`src/rtl/mdio_peripheral.sv`:
```
// PHY-side Clause-22 MDIO slave. MDC is oversampled on CLK; frames without
// preamble are decoded, writes go to an external 32x16 memory, reads are
// fetched from it and serialized back on MDIO_IN.
module mdio_peripheral #(
  parameter logic [4:0] PHY_ADDR = 5'b00001
) (
  input  logic        CLK,
  input  logic        RESET,
  input  logic        MDC,
  input  logic        MDIO_OE,
  input  logic        MDIO_OUT,
  input  logic [15:0] RD_DATA,
  output logic        MDIO_IN,
  output logic [4:0]  ADDR,
  output logic [15:0] WR_DATA,
  output logic        MEMORY_WR,
  output logic        MDIO_DONE
);

  localparam int unsigned CNT_W    = 6;
  localparam int unsigned DATA_W   = 16;
  localparam int unsigned HDR_LAST = 13;  // count before the 14th header bit
  localparam int unsigned TA_FIRST = 14;
  localparam int unsigned TA_LAST  = 15;
  localparam int unsigned BIT_LAST = 31;
  localparam int unsigned FRAME_N  = 32;

  typedef enum logic [2:0] {
    IDLE, HEADER, WR_BITS, COMMIT, TURNAROUND, RD_BITS, WAIT_IDLE
  } state_t;

  state_t              state_q, state_d;
  logic                mdc_q;
  logic [CNT_W-1:0]    cnt_q;
  logic [DATA_W-2:0]   in_sr;
  logic [DATA_W-1:0]   out_sr;

  logic                mdc_rise, mdc_fall;
  logic [13:0]         hdr;
  logic                hdr_ok;
  logic                shift_in, cnt_inc, addr_ld, wdata_ld, rd_ld, rd_shift;
  logic                pulse_wr, pulse_done;

  assign mdc_rise = ~mdc_q & MDC;
  assign mdc_fall = mdc_q & ~MDC;

  // Header as it stands once the current bit is shifted in: ST,OP,PHYAD,REGAD
  assign hdr    = {in_sr[12:0], MDIO_OUT};
  assign hdr_ok = (hdr[13:12] == 2'b01) &&
                  ((hdr[11:10] == 2'b01) || (hdr[11:10] == 2'b10)) &&
                  (hdr[9:5] == PHY_ADDR);

  // State register
  always_ff @(posedge CLK or negedge RESET) begin
    if (!RESET) state_q <= IDLE;
    else        state_q <= state_d;
  end

  // Next-state and datapath control
  always_comb begin
    state_d    = state_q;
    shift_in   = 1'b0;
    cnt_inc    = 1'b0;
    addr_ld    = 1'b0;
    wdata_ld   = 1'b0;
    rd_ld      = 1'b0;
    rd_shift   = 1'b0;
    pulse_wr   = 1'b0;
    pulse_done = 1'b0;
    case (state_q)
      IDLE: begin
        if (mdc_rise && MDIO_OE) begin
          shift_in = 1'b1;
          cnt_inc  = 1'b1;
          state_d  = HEADER;
        end
      end
      HEADER: begin
        if (!MDIO_OE) begin
          state_d = IDLE;
        end else if (mdc_rise) begin
          shift_in = 1'b1;
          cnt_inc  = 1'b1;
          if (cnt_q == CNT_W'(HDR_LAST)) begin
            if (hdr_ok) begin
              addr_ld = 1'b1;
              state_d = (hdr[11:10] == 2'b01) ? WR_BITS : TURNAROUND;
            end else begin
              state_d = WAIT_IDLE;
            end
          end
        end
      end
      WR_BITS: begin
        if (!MDIO_OE) begin
          state_d = IDLE;
        end else if (mdc_rise) begin
          shift_in = 1'b1;
          cnt_inc  = 1'b1;
          if (cnt_q == CNT_W'(BIT_LAST)) begin
            wdata_ld = 1'b1;
            state_d  = COMMIT;
          end
        end
      end
      COMMIT: begin
        pulse_wr   = 1'b1;
        pulse_done = 1'b1;
        state_d    = WAIT_IDLE;
      end
      TURNAROUND: begin
        if (mdc_rise) begin
          cnt_inc = 1'b1;
          if (cnt_q == CNT_W'(TA_FIRST)) rd_ld = 1'b1;
          if (cnt_q == CNT_W'(TA_LAST))  state_d = RD_BITS;
        end
      end
      RD_BITS: begin
        if (MDIO_OE) begin
          state_d = WAIT_IDLE;
        end else begin
          if (mdc_fall) rd_shift = 1'b1;
          if (mdc_rise) begin
            cnt_inc = 1'b1;
            if (cnt_q == CNT_W'(BIT_LAST)) begin
              pulse_done = 1'b1;
              state_d    = IDLE;
            end
          end
        end
      end
      WAIT_IDLE: begin
        if (!MDIO_OE || (cnt_q == CNT_W'(FRAME_N))) state_d = IDLE;
        else if (mdc_rise)                          cnt_inc = 1'b1;
      end
      default: state_d = IDLE;
    endcase
  end

  // Datapath: MDC sync, bit counter, shift registers and registered outputs
  always_ff @(posedge CLK or negedge RESET) begin
    if (!RESET) begin
      mdc_q     <= 1'b0;
      cnt_q     <= '0;
      in_sr     <= '0;
      out_sr    <= '0;
      MDIO_IN   <= 1'b0;
      ADDR      <= '0;
      WR_DATA   <= '0;
      MEMORY_WR <= 1'b0;
      MDIO_DONE <= 1'b0;
    end else begin
      mdc_q <= MDC;
      if (state_d == IDLE) cnt_q <= '0;
      else if (cnt_inc)    cnt_q <= cnt_q + CNT_W'(1);
      if (shift_in) in_sr   <= {in_sr[DATA_W-3:0], MDIO_OUT};
      if (addr_ld)  ADDR    <= hdr[4:0];
      if (wdata_ld) WR_DATA <= {in_sr, MDIO_OUT};
      if (rd_ld)         out_sr <= RD_DATA;
      else if (rd_shift) out_sr <= {out_sr[DATA_W-2:0], 1'b0};
      if (rd_shift)                MDIO_IN <= out_sr[DATA_W-1];
      else if (state_d != RD_BITS) MDIO_IN <= 1'b0;
      MEMORY_WR <= pulse_wr;
      MDIO_DONE <= pulse_done;
    end
  end

endmodule

```
`config.mk`:
```
export PLATFORM = sky130hd
export DESIGN_NAME = mdio_peripheral
export DESIGN_NICKNAME = d
export VERILOG_FILES = /design/src/rtl/mdio_peripheral.sv
export SDC_FILE = /design/constraint.sdc
export NUM_CORES = 1
export LEC_CHECK = 0
export ABC_AREA = 0
export CAP_MARGIN = 5
export CORE_ASPECT_RATIO = 0.7
export CORE_UTILIZATION = 46
export DETAILED_ROUTE_END_ITERATION = 8
export GPL_TIMING_DRIVEN = 0
export PLACE_DENSITY_LB_ADDON = 0.05
export SYNTH_ARGS = -nofsm -noshare
export SYNTH_HDL_FRONTEND = slang
export SYNTH_SLANG_ARGS = --single-unit
```
`constraint.sdc`:
```
create_clock -name CLK -period 3 [get_ports CLK]
set_input_delay 0.3 -clock CLK [delete_from_list [all_inputs] [get_ports CLK]]
set_output_delay 0.3 -clock CLK [all_outputs]
set_load 0.02 [all_outputs]
```
==> results_dict.tcl, run 1 <==
set metrics [dict create \
    path_class "flop to flop" \
    path_delay_family "compound AO/OA/AOI/OAI gates" \
    crit_chain "inv_1, ha_1, nor4b_1, a31o_2, a211o_1, or4_1, a22oi_2" \
    grt_pass1_vias 1995 \
    synth_top_area_share_pct 54.8 \
    setup_viol 0 \
    post-route-drc-count 2 \
    ctsResizeCount 0 \
    status "finished, violations left" \
    insertion_delay_ns 0.35 \
    synth_compound_gate_area_share_pct 10.3 \
    cts.clk_slew.worst_paths_ns 0.07 \
    synth.area.top_cells "dfrtp_1, mux2_2, nand2_1" \
    synth.mux.area_fraction_pct 13.6 \
    period_share_pct 79.2 \
    timing.rr.start "cnt_q[0]" \
    die_w_um 98.0 \
    htreeDepth 3 \
    cap_violations 0 \
    violations "design-rule violations" \
    hpwl_um 4080 \
    required_ns 3.27 \
    finalHoldViolations 0 \
    drt_first_pass_iters 6 \
    totalWireLength_um 5900 \
    yosysSeqAreaShare_pct 54.8 \
    grt_overflow 0 \
    powerDensity_mw_per_mm2 612 \
    multi_input_area_mm2 0.00127 \
    track_usage_pct 18.9 \
    setup_ws_ns 0.624 \
    cts_buffers 9 \
    wl_per_cell_um 15.2 \
    cts_buffer_depth 2 \
    dr_total_vias 2106 \
    p_leak_nw 1.73 \
    worst_slew_pin_slew_ns 0.808 \
    fill_cells 521 \
    post_synth_num_cell_types 45 \
    synth_top_family_by_area "simple AND/OR/NAND/NOR gates" \
    crit_fanout 5 \
    ys.flop_type "dfrtp_1" \
    synth-simple-area-share_pct 15.8 \
    dr.first_iter.drc_count 125 \
    ff2ff_path_depth 7 \
    cp_slowest_cell "or4_1" \
    syn_area_mm2 0.00297 \
    synth_xor_xnor_area_share_pct 1.18 \
    start_util_pct 47.7 \
    ys_ff_latch 65 \
    cts-root-buf "clkbuf_8" \
    rsz0062_at_grt "false" \
    cts_hold_buf 0 \
    cts.sinks 65 \
    postSynthAreaPerCell_um2 11.9 \
    fin_skew_ns 0.00817 \
    std_cell_rows 24 \
    cp.depth 7 \
    final_antenna_net_count 0 \
    routabilityCongestion 0.863 \
    cts_tree "done" \
    synth_cells 250 \
    relSlewSlack_pct 46.2 \
    synthAdderAreaFrac_pct 2.11 \
    synthArstFlopShare_pct 100 \
    slew_viol_final 0 \
    cp-end-kind "flop" \
    core_area_mm2 0.00622 \
    io_buffers 44 \
    critPathBufInv 1 \
    via_per_inst 5.43 \
    layout-drive-gt1-share_pct 21.0 \
    die_h_um 69.2 \
    final_cell_mix "dfrtp_1, clkdlybuf4s50_1, nand2_1, mux2_2, a22oi_1" \
    yosysTopAreaCell "dfrtp_1" \
    startpoint "cnt_q[0]" \
    post_cts_buffers 0 \
    die_area_mm2 0.00678 \
    max_freq_mhz 421 \
    antenna_cells 0 \
    io_pins 45 \
    grt_pass1_wl_um 9840 \
    synth_nets 276 \
    dp_slack_ns 0.204 \
    yosysWarnings 0 \
    final_common_cell "dfrtp_1" \
    peakVddDrop_mv 0.410 \
    min_period_ns 2.38 \
    cp.arrival_ns 2.64 \
    grt_max_degree 66 \
    p_total_mw 2.27 \
    synth-edff-count 0 \
    syn_to_final_growth_pct 24.9 \
    final_net_count 331 \
    regArea_mm2 0.00163 \
    startpoint_type "flop" \
    antenna_found_initial 0 \
    slowest_delay_ns 0.54 \
    hp-class "input pin to asynchronous set/reset pin" \
]
-- cells in the mapped netlist, drive strengths merged, types with 3 or more instances --
| cell type | number |
|---|---|
| dfrtp | 65 |
| mux2 | 35 |
| nor3b | 5 |
| nor4b | 5 |
| xnor2 | 4 |
| inv | 3 |
| buf | 6 |
| a22oi | 17 |
| nand2 | 40 |
| o21ai | 5 |
| clkbuf | 5 |
| nor2b | 5 |
| nand3 | 5 |
| nor2 | 5 |
| a21oi | 8 |
| ha | 5 |
| and3 | 4 |
-- final timing paths --
check,endpoint,slack [ns]
worst min register to register,out_sr[10],0.48
max in group asynchronous,MDIO_DONE,2.43
min in group CLK,out_sr[10],0.48
worst max-delay path,cnt_q[5],0.62
worst max register to register,cnt_q[5],0.62
worst min-delay path,cnt_q[4],0.04
-- flip-flops by register name, indices dropped and copies added (netlist names) --
signal	count
cnt_q	6
WR_DATA	16
MDIO_DONE	1
MDIO_IN	1
state_q	3
ADDR	5
MEMORY_WR	1
in_sr	15
mdc_q	1
out_sr	16
-- metrics by stage --
| step | hold WS, ns | area [um^2] | TNS [ns] | utilization (%) | cells |
|---|---|---|---|---|---|
| after floorplan | 0.00441 | 2970 | 0 | - | 250 |
| after global placement | 0.456 | 3510 | -34.49 | 56.4 | 372 |
| after detailed placement | 0.455 | 3500 | 0 | 56.4 | 372 |
| after CTS | 0.0784 | 3710 | 0 | 59.6 | 388 |
| after global routing | 0.123 | 3710 | 0 | 59.6 | 388 |
| final | 0.0358 | 3710 | 0 | 59.6 | 388 |
-- power by group --
part           total, mW  switching [mW]  leakage (nW)  internal, mW
clock              0.758           0.351         0.103         0.407
sequential          1.14           0.117         0.888          1.02
combinational      0.376           0.203         0.741         0.173
-- final cells by class --
cell class / count / area share, %
Multi-Input combinational cell: 171 / 34.4
Clock inverter: 6 / 1.76
Inverter: 3 / 0.304
Sequential cell: 65 / 43.9
Buffer: 11 / 1.49
Timing Repair Buffer: 44 / 11.8
Clock buffer: 10 / 3.71
Tap cell: 78 / 2.63
-- worst reg2reg max path: cells and delay by family (launching register included) --
family / cells / cell delay [ns]
fa+ha+maj: 1 / 0.25
simple gates: 2 / 0.72
compound gates: 3 / 0.80
flops: 1 / 0.41
buf+inv: 1 / 0.11
-- layer usage --
metal,GRT usage [%],vias to the layer above,routed length (um)
met1,26.7,1011,2880
met5,0,-,0
met2,26.6,68,2490
met3,8.17,7,466
met4,5.05,0,60
li1,-,1020,-
-- cells by family (layout without fill, tap and decap cells) --
family | Yosys count | count (layout)
compound gates | 43 | 43
xor+xnor | 4 | 4
fa+ha+maj | 5 | 5
buf+inv | 14 | 74
flops | 65 | 65
mux | 36 | 36
simple gates | 83 | 83
(Power assumes the default switching activity.)
==> run 2: changes to the inputs <==
==> constraint.sdc (replaced) <==
create_clock -name CLK -period 2.2 [get_ports CLK]
set_input_delay 0.22 -clock CLK [delete_from_list [all_inputs] [get_ports CLK]]
set_output_delay 0.22 -clock CLK [all_outputs]
set_load 0.02 [all_outputs]
==> run 2 against run 1 <==
Net effect: the run still ends with design-rule violations left; utilization grew 1.9 points; register-to-register slack got worse by 0.60 ns; fmax is 9.2% higher; worst hold slack better by 0.41 ns; critical endpoint unchanged; largest power group unchanged.
==> results_dict.tcl, run 2 (synthesis gave the netlist of run 1 again) <==
set metrics [dict create \
    cts-root-buf "clkbuf_8" \
    final_common_cell "dfrtp_1" \
    setup_ws_ns 0.0249 \
    post-route-drc-count 2 \
    utilization_pct 61.5 \
    required_ns 2.47 \
    grt_pass1_wl_um 10100 \
    max_freq_mhz 460 \
    switchingPower_uw 944 \
    core_area_mm2 0.00622 \
    slew_viol_final 0 \
    grt_overflow 0 \
    top_regs "WR_DATA (16), out_sr (16), in_sr (15)" \
    fill_cells 512 \
    cap_violations 0 \
    min_period_ns 2.18 \
    hp-class "input pin to flop" \
    cts_buffer_depth 2 \
    dr_total_vias 2138 \
    path_delay_family "compound AO/OA/AOI/OAI gates" \
    timing.rr.start "cnt_q[1]" \
    critPathBufInv 1 \
    cts_tree "done" \
    antenna_found_initial 0 \
    multi_input_area_mm2 0.00133 \
    internal_power_mw 2.25 \
    violations "design-rule violations" \
    stdcell_area_mm2 0.00382 \
    crit_chain "inv_1, ha_2, nor4b_2, a31o_2, a211o_4, or4_4, a22oi_2" \
    p_sw_share_pct 29.6 \
    setup_viol 0 \
    startpoint_type "flop" \
    wl_per_cell_um 15.4 \
    hold_ws_ns 0.442 \
    relSlewSlack_pct 45.8 \
    track_usage_pct 19.4 \
    fin_skew_ns 0.00896 \
    finalHoldViolations 0 \
    antenna_cells 0 \
    worst_slew_pin_slew_ns 0.812 \
    start_util_pct 47.7 \
    final_cell_mix "dfrtp_1, clkdlybuf4s50_1, nand2_1, mux2_2, a22oi_1" \
    startpoint "cnt_q[1]" \
    die_area_mm2 0.00678 \
    io_buffers 44 \
    cp-end-kind "flop" \
    min-delay-start "MDC" \
    path_class "flop to flop" \
    std_cell_rows 24 \
    rsz0062_at_grt "true" \
    routabilityCongestion 0.863 \
    dr.first_iter.drc_count 127 \
    powerDensity_mw_per_mm2 834 \
    hpwl_um 4080 \
    period_share_pct 98.9 \
    power_frac_seq_pct 48.3 \
    die_w_um 98.0 \
    p_leak_nw 1.79 \
    crit_fanout 4 \
    via_per_inst 5.41 \
    final_net_count 338 \
    insertion_delay_ns 0.35 \
    power.combinational.fraction_pct 19.3 \
    cts_buffers 9 \
    p_total_mw 3.19 \
    totalWireLength_um 6070 \
    cts.sinks 65 \
    io_pins 45 \
    dp_slack_ns -0.516 \
    cp_slowest_cell "or4_4" \
    die_h_um 69.2 \
    clkPwrFrac_pct 32.3 \
    grt_max_degree 66 \
    slowest_delay_ns 0.52 \
    drt_first_pass_iters 6 \
    final_antenna_net_count 0 \
    regArea_mm2 0.00163 \
    peakVddDrop_mv 0.564 \
    status "finished, violations left" \
    layout-drive-gt1-share_pct 25.6 \
    cp.arrival_ns 2.44 \
    dpl_cell_area_mm2 0.00350 \
    syn_to_final_growth_pct 28.8 \
    grt_pass1_vias 2065 \
    htreeDepth 3 \
    cts.clk_slew.worst_paths_ns 0.07 \
]
-- run 2: changes by cell type in the layout (fill, tap and decap cells not counted), sizes merged --
cell	change
buf	+5
clkbuf	+1
dlygate4sd3	+1
-- run 2: path summary, 6_finish.rpt --
kind / endpoint / cells past startpoint / slack [ns]
setup / recovery: cnt_q[5] / 7 / 0.02
hold / removal: mdc_q / 1 / 0.44
setup reg to reg: cnt_q[5] / 7 / 0.02
hold reg to reg: out_sr[10] / 2 / 0.48
max in group asynchronous: MDIO_DONE / 2 / 1.16
min in group asynchronous: cnt_q[4] / 2 / 0.50
-- run 2: cell type report --
| type | count | area share, % |
|---|---|---|
| Buffer | 11 | 1.54 |
| Clock buffer | 10 | 3.60 |
| Clock inverter | 6 | 1.70 |
| Inverter | 3 | 0.295 |
| Multi-Input combinational cell | 171 | 34.9 |
| Sequential cell | 65 | 42.5 |
| Tap cell | 78 | 2.55 |
| Timing Repair Buffer | 51 | 12.9 |
-- run 2: what timing repair did --
action	4_1_cts	5_1_grt
hold endpoints to repair	12	0
endpoints found under the setup margin	18	27
gates resized for setup	7	8
hold buffers	1	0
setup buffers	5	1
pin swaps	2	1
-- run 2: power groups by stage --
stage	Clock [mW]	Sequential [mW]	Combinational (mW)
global route	1.11	1.57	0.706
floorplan	0	1.52	0.364
detailed placement	0	1.57	0.516
global placement	0	1.56	0.503
finish	1.03	1.54	0.616
CTS	1.06	1.53	0.605
-- run 2: through the flow --
step                setup TNS [ns]  cells
floorplan                        0    250
global placement            -93.02    372
detailed placement          -11.87    372
CTS                              0    394
global route               -0.0652    395
finish                           0    395
-- run 2: per-layer routing --
metal / routed length [um] / share of wire [%] / GRT usage, %
met1: 2970 / 49 / 27.0
met3: 402 / 6.6 / 8.17
met2: 2640 / 43 / 27.8
met5: 0 / 0 / 0
met4: 60 / 0.99 / 5.05
==> run 3: changes to the inputs <==
--- a/config.mk
+++ b/config.mk
@@ -11,6 +11,7 @@
 export CORE_UTILIZATION = 46
 export DETAILED_ROUTE_END_ITERATION = 8
 export GPL_TIMING_DRIVEN = 0
+export HOLD_SLACK_MARGIN = 0.02
 export PLACE_DENSITY_LB_ADDON = 0.05
 export SYNTH_ARGS = -nofsm -noshare
 export SYNTH_HDL_FRONTEND = slang
==> results of run 3 <==
Final layout, timing and power as in run 2 (identical DEF).
